**src/rtl/sipo_shift_reg.sv**
```systemverilog
// -----------------------------------------------------------------------------
// sipo_shift_reg
//   Serial-in / parallel-out capture register. Collects a 1-bit stream LSB
//   first, one bit per CLK edge with Shift=1, and presents the completed
//   WIDTH-bit word on Q with a Valid/Ready handshake. A completed word is held
//   until accepted; extra Shift pulses while full are dropped and flagged on
//   the sticky Overrun output.
//
//   Optional feature macro: SIPO_PARITY_EN
//     When defined, each frame carries one trailing even-parity bit. The
//     parity bit is kept out of Q. Parity_err reports a parity error
//     alongside Valid. When undefined, the Parity_err port does not exist.
// -----------------------------------------------------------------------------
module sipo_shift_reg #(
   parameter  int WIDTH = 8,
   localparam int CW    = $clog2(WIDTH + 2)
) (
   input  logic             CLK,
   input  logic             RST_N,
   input  logic             D,
   input  logic             Shift,
   input  logic             Ready,
   output logic [WIDTH-1:0] Q,
   output logic             Valid,
   output logic [CW-1:0]    Count,
   output logic             Overrun
`ifdef SIPO_PARITY_EN
  ,output logic             Parity_err
`endif
);

`ifdef SIPO_PARITY_EN
   localparam int FL = WIDTH + 1;
`else
   localparam int FL = WIDTH;
`endif
   // Count value held while the edge samples the final bit of a frame.
   localparam logic [CW-1:0] LAST_CNT = CW'(FL - 1);

   typedef enum logic [1:0] {
      S_IDLE,
      S_SHIFT,
      S_FULL
   } state_e;

   state_e           state_q, state_d;
   logic [WIDTH-1:0] sreg_q,  sreg_d;
   logic [WIDTH-1:0] q_q,     q_d;
   logic [CW-1:0]    cnt_q,   cnt_d;
   logic             valid_q, valid_d;
   logic             ovr_q,   ovr_d;
`ifdef SIPO_PARITY_EN
   logic             perr_q,  perr_d;
`endif

   // Shift register contents after taking D in at the top (LSB-first stream).
   logic [WIDTH-1:0] shifted;
   assign shifted = {D, sreg_q[WIDTH-1:1]};

   // Next-state logic for the frame state machine and its registered outputs.
   always_comb begin
      // NOTE: every next value defaults to its current value first, so no path
      // leaves one unassigned and no latch is inferred.
      state_d = state_q;
      sreg_d  = sreg_q;
      q_d     = q_q;
      cnt_d   = cnt_q;
      valid_d = valid_q;
      ovr_d   = ovr_q;
`ifdef SIPO_PARITY_EN
      perr_d  = perr_q;
`endif

      case (state_q)
         S_IDLE, S_SHIFT: begin
            if (Shift) begin
               cnt_d = cnt_q + 1'b1;
`ifdef SIPO_PARITY_EN
               if (cnt_q == LAST_CNT) begin
                  // Parity bit: checked against the data, never shifted in.
                  q_d     = sreg_q;
                  perr_d  = ^{sreg_q, D};
                  valid_d = 1'b1;
                  state_d = S_FULL;
               end else begin
                  sreg_d  = shifted;
                  state_d = S_SHIFT;
               end
`else
               sreg_d = shifted;
               if (cnt_q == LAST_CNT) begin
                  q_d     = shifted;
                  valid_d = 1'b1;
                  state_d = S_FULL;
               end else begin
                  state_d = S_SHIFT;
               end
`endif
            end
         end

         S_FULL: begin
            if (Ready) begin
               valid_d = 1'b0;
               ovr_d   = 1'b0;
`ifdef SIPO_PARITY_EN
               perr_d  = 1'b0;
`endif
               if (Shift) begin
                  // Accept and first bit of the next frame on the same edge.
                  sreg_d  = shifted;
                  cnt_d   = CW'(1);
                  state_d = S_SHIFT;
               end else begin
                  cnt_d   = '0;
                  state_d = S_IDLE;
               end
            end else if (Shift) begin
               // Word still unaccepted: the incoming bit is lost.
               ovr_d = 1'b1;
            end
         end

         default: begin
            state_d = S_IDLE;
         end
      endcase
   end

   // State and output registers; reset discards any partial frame at once.
   always_ff @(posedge CLK or negedge RST_N) begin
      if (!RST_N) begin
         state_q <= S_IDLE;
         sreg_q  <= '0;
         q_q     <= '0;
         cnt_q   <= '0;
         valid_q <= 1'b0;
         ovr_q   <= 1'b0;
`ifdef SIPO_PARITY_EN
         perr_q  <= 1'b0;
`endif
      end else begin
         // NOTE: non-blocking assignments so every register samples the
         // pre-edge values, independent of statement order.
         state_q <= state_d;
         sreg_q  <= sreg_d;
         q_q     <= q_d;
         cnt_q   <= cnt_d;
         valid_q <= valid_d;
         ovr_q   <= ovr_d;
`ifdef SIPO_PARITY_EN
         perr_q  <= perr_d;
`endif
      end
   end

   assign Q       = q_q;
   assign Valid   = valid_q;
   assign Count   = cnt_q;
   assign Overrun = ovr_q;
`ifdef SIPO_PARITY_EN
   assign Parity_err = perr_q;
`endif

endmodule

```
**config.mk**
```make
export PLATFORM = sky130hd
export DESIGN_NAME = sipo_shift_reg
export DESIGN_NICKNAME = d
export VERILOG_FILES = /design/src/rtl/sipo_shift_reg.sv
export SDC_FILE = /design/constraint.sdc
export NUM_CORES = 1
export LEC_CHECK = 0
export CAP_MARGIN = 20
export CELL_PAD_IN_SITES_DETAIL_PLACEMENT = 1
export CELL_PAD_IN_SITES_GLOBAL_PLACEMENT = 2
export CORE_ASPECT_RATIO = 0.7
export CORE_MARGIN = 2
export CORE_UTILIZATION = 31
export DETAILED_ROUTE_END_ITERATION = 8
export GPL_ROUTABILITY_DRIVEN = 0
export PLACE_DENSITY = 0.77
export SLEW_MARGIN = 0
export SYNTH_ARGS = -nofsm -noshare
export SYNTH_HDL_FRONTEND = slang
export SYNTH_SLANG_ARGS = --single-unit
```
**constraint.sdc**
```tcl
create_clock -name CLK -period 1.5 [get_ports CLK]
set_clock_uncertainty 0.15 [all_clocks]
set_input_delay 0.3 -clock CLK [delete_from_list [all_inputs] [get_ports CLK]]
set_output_delay 0.3 -clock CLK [all_outputs]
set_load 0.05 [all_outputs]
```
==> flow_summary_export.csv <==
group,metric,value,unit
route,routed_via_density,4.68,
synthesis,syn-instance-count,73,
global_route,grt_pass1_vias,771,
placement,place_ws,-445,ps
synthesis,synth-edff-count,0,
route,vias,697,
setup_path,slowest_delay,390,ps
synthesis,synth-main-ff-cell,"dfrtp_1",
setup_path,path_buf_inv,1,
synthesis,synthArstFlopShare,100,%
cts,clk-insertion-delay-late,260,ps
placement,dp_cells,142,
cts,cts_made_buffers,3,
cts,clock_path_buffers,2,
synthesis,ys_seq_area_share,55.5,%
floorplan,core.rowCount,17,
pwr,power.leakage,0.764,nW
setup_path,cp_cell_sequence,"ha_4 -> nand2_4 -> nor3b_4 -> buf_6 -> mux2_4",
floorplan,die_y,52.4,microns
floorplan,coreArea,3170,sq um
global_route,grt_util_all_layers,13.9,%
timing,grt_setup_unrepaired,"true",
timing,post-route-period-util,106,%
setup_path,path_max_fanout,5,
timing,period_minus_slack,1590,ps
floorplan,ioPinCount,19,
synthesis,ys_ff_latch,23,
synthesis,synthesis.area,1040,sq um
min_path,hold_class,"primary input to async pin",
route,post_drt_wl_per_cell,15.3,microns
run_status,violations,"negative setup slack",
timing,timing.final.ws_setup,-93.1,ps
synthesis,ys_types,26,
cts,ctsHoldBuffers,0,
route,first_pass_iters,3,
setup_path,worstPathRequired,1500,ps
global_route,gr-total-overflow,0,
route,drt_iter0_drc,22,
global_route,grt_antenna_before_repair,0,
synthesis,yosysWarnings,0,
pwr,power.density,2420,nW/um^2
global_route,grt_max_degree,24,
setup_path,end_kind,"flop",
cells_and_area,antennaDiodeCount,0,
placement,dp_hpwl,1610,microns
synthesis,yosys.area.top_type,"dfrtp_1",
timing,finalHoldViolCount,0,
route,routed_wl,2280,microns
timing,tightest_slew,301,ps
cells_and_area,syn_to_final_growth,55.7,%
cells_and_area,fin_cells,149,
run,max_cap_viol_count,0,
timing,max_freq,0.628,GHz
cells_and_area,post-route-util,51.0,%
timing,slew_headroom,79.9,%
cells_and_area,design_area,1620,sq um
setup_path,arrival,1590,ps
cts,cts.reportedPaths.clkPinSlew,80,ps
setup_path,path_class,"flop to flop",
setup_path,cp-start-kind,"flop",
timing,drv_slew,0,
synthesis,synth_area_leaders,"dfrtp_1 (55%), mux2_4 (12%), mux2_2 (7.6%)",
cells_and_area,final_common_cell,"dfrtp_1",
cells_and_area,drive_gt1_share,56.8,%
run_status,run_status,"complete, but fails checks",
cts,htreeDepth,1,
placement,placed_area,1530,sq um
placement,io_buffers,18,
pwr,vdd_drop_max,1.38,mV
route,final_antenna_net_count,0,
synthesis,synth_fp_nets,79,
synthesis,syn_avg_cell_area,14.2,sq um
floorplan,die_w,73.1,microns
timing,setup-violations-final,8,
cts,root_buffer,"clkbuf_8",
cts,tritoncts,"built",
route,drt_drc_violations_left,0,
cells_and_area,final_nets,118,
floorplan,dieArea,3830,sq um
global_route,grt_pass1_wl,3950,microns
cts,cts_num_sinks,23,
floorplan,start_util,32.7,%
synthesis,synth_top_area_share,55.5,%
setup_path,cpLargestDelayFamily,"flip-flops",
cells_and_area,mostFrequentLayoutCells,"dfrtp_1 (20), buf_4 (16), buf_12 (15)",
setup_path,slowest_stage,"dfrtp_2",
## through the flow
step / hold slack [ps] / power, W / setup TNS (ps)
floorplan: -146 / 0.00229 / -1700
global placement: 337 / 0.00341 / -6460
detailed placement: 350 / 0.00348 / -7360
CTS: 252 / 0.00394 / -860
global route: 254 / 0.00413 / -1210
finish: 239 / 0.00391 / -635
## worst reg2reg max path, stage by stage, from the launching register on
cell,delay (ps)
dfrtp_2,390
ha_4,150
nand2_4,60
nor3b_4,240
buf_6,180
mux2_4,300
## per-layer routing
layer,up-vias,track usage (%),part of all wire (%)
met5,-,0,0
met4,0,0.926,0
met3,0,4.81,4.3
met2,14,21.3,45
met1,349,19.6,51
li1,334,-,-
## cell families (layout without fill, tap and decap cells)
group	count (synthesis)	after routing	share of synthesized area [%]
flops	23	23	55.5
simple gates	15	15	9.89
buf+inv	6	44	4.34
fa+ha+maj	1	1	1.21
mux	18	18	22.1
xor+xnor	1	1	0.845
compound gates	9	9	6.15
## cells in the mapped netlist (2+ instances only)
library cell and n:
nor2_1 2, dfrtp_1 23, buf_6 3, nand3_1 2
nand2_1 4, mux2_2 7, o21ai_0 3, inv_1 2
mux2_4 8, mux2i_1 3
## area by class of cell
class / count / area, sq um
sequential: 23 / 579
tap: 38 / 47.5
fill: 312 / 1550
clock inverter: 1 / 5.00
multi-input combinational: 44 / 443
timing repair buffer: 38 / 492
inverter: 2 / 7.51
clock buffer: 3 / 41.3
## report_power, final
group          switching (W)  internal (W)  leakage (nW)  total (W)
Combinational        0.00108       0.00125         0.468    0.00233
Sequential          0.000289      0.000913         0.270    0.00120
Clock               0.000197      0.000185        0.0255   0.000382
## worst paths after layout
path	start	slack [ps]	end	cells after the start
setup / recovery	Count[1]	-90	Q[7]	5
hold / removal	RST_N	240	Q[1]	2
setup reg to reg	Count[1]	-90	Q[7]	5
hold reg to reg	sreg_q[1]	380	Q[0]	1
max in group asynchronous	RST_N	710	Count[0]	2
min in group CLK	sreg_q[1]	380	Q[0]	1
## sequential cells by signal, summed over array words and instances, names as in the netlist
register	cells
state_q	2
Valid	1
Q	8
Count	4
sreg_q	7
Overrun	1
## what timing repair did
item | in CTS | in global routing
gates cloned | 1 | 0
resized for setup | 7 | 1
pin swaps | 3 | 2
endpoints found under the setup margin | 17 | 10
buffers inserted | 2 | 0
(Power assumes the default switching activity.)
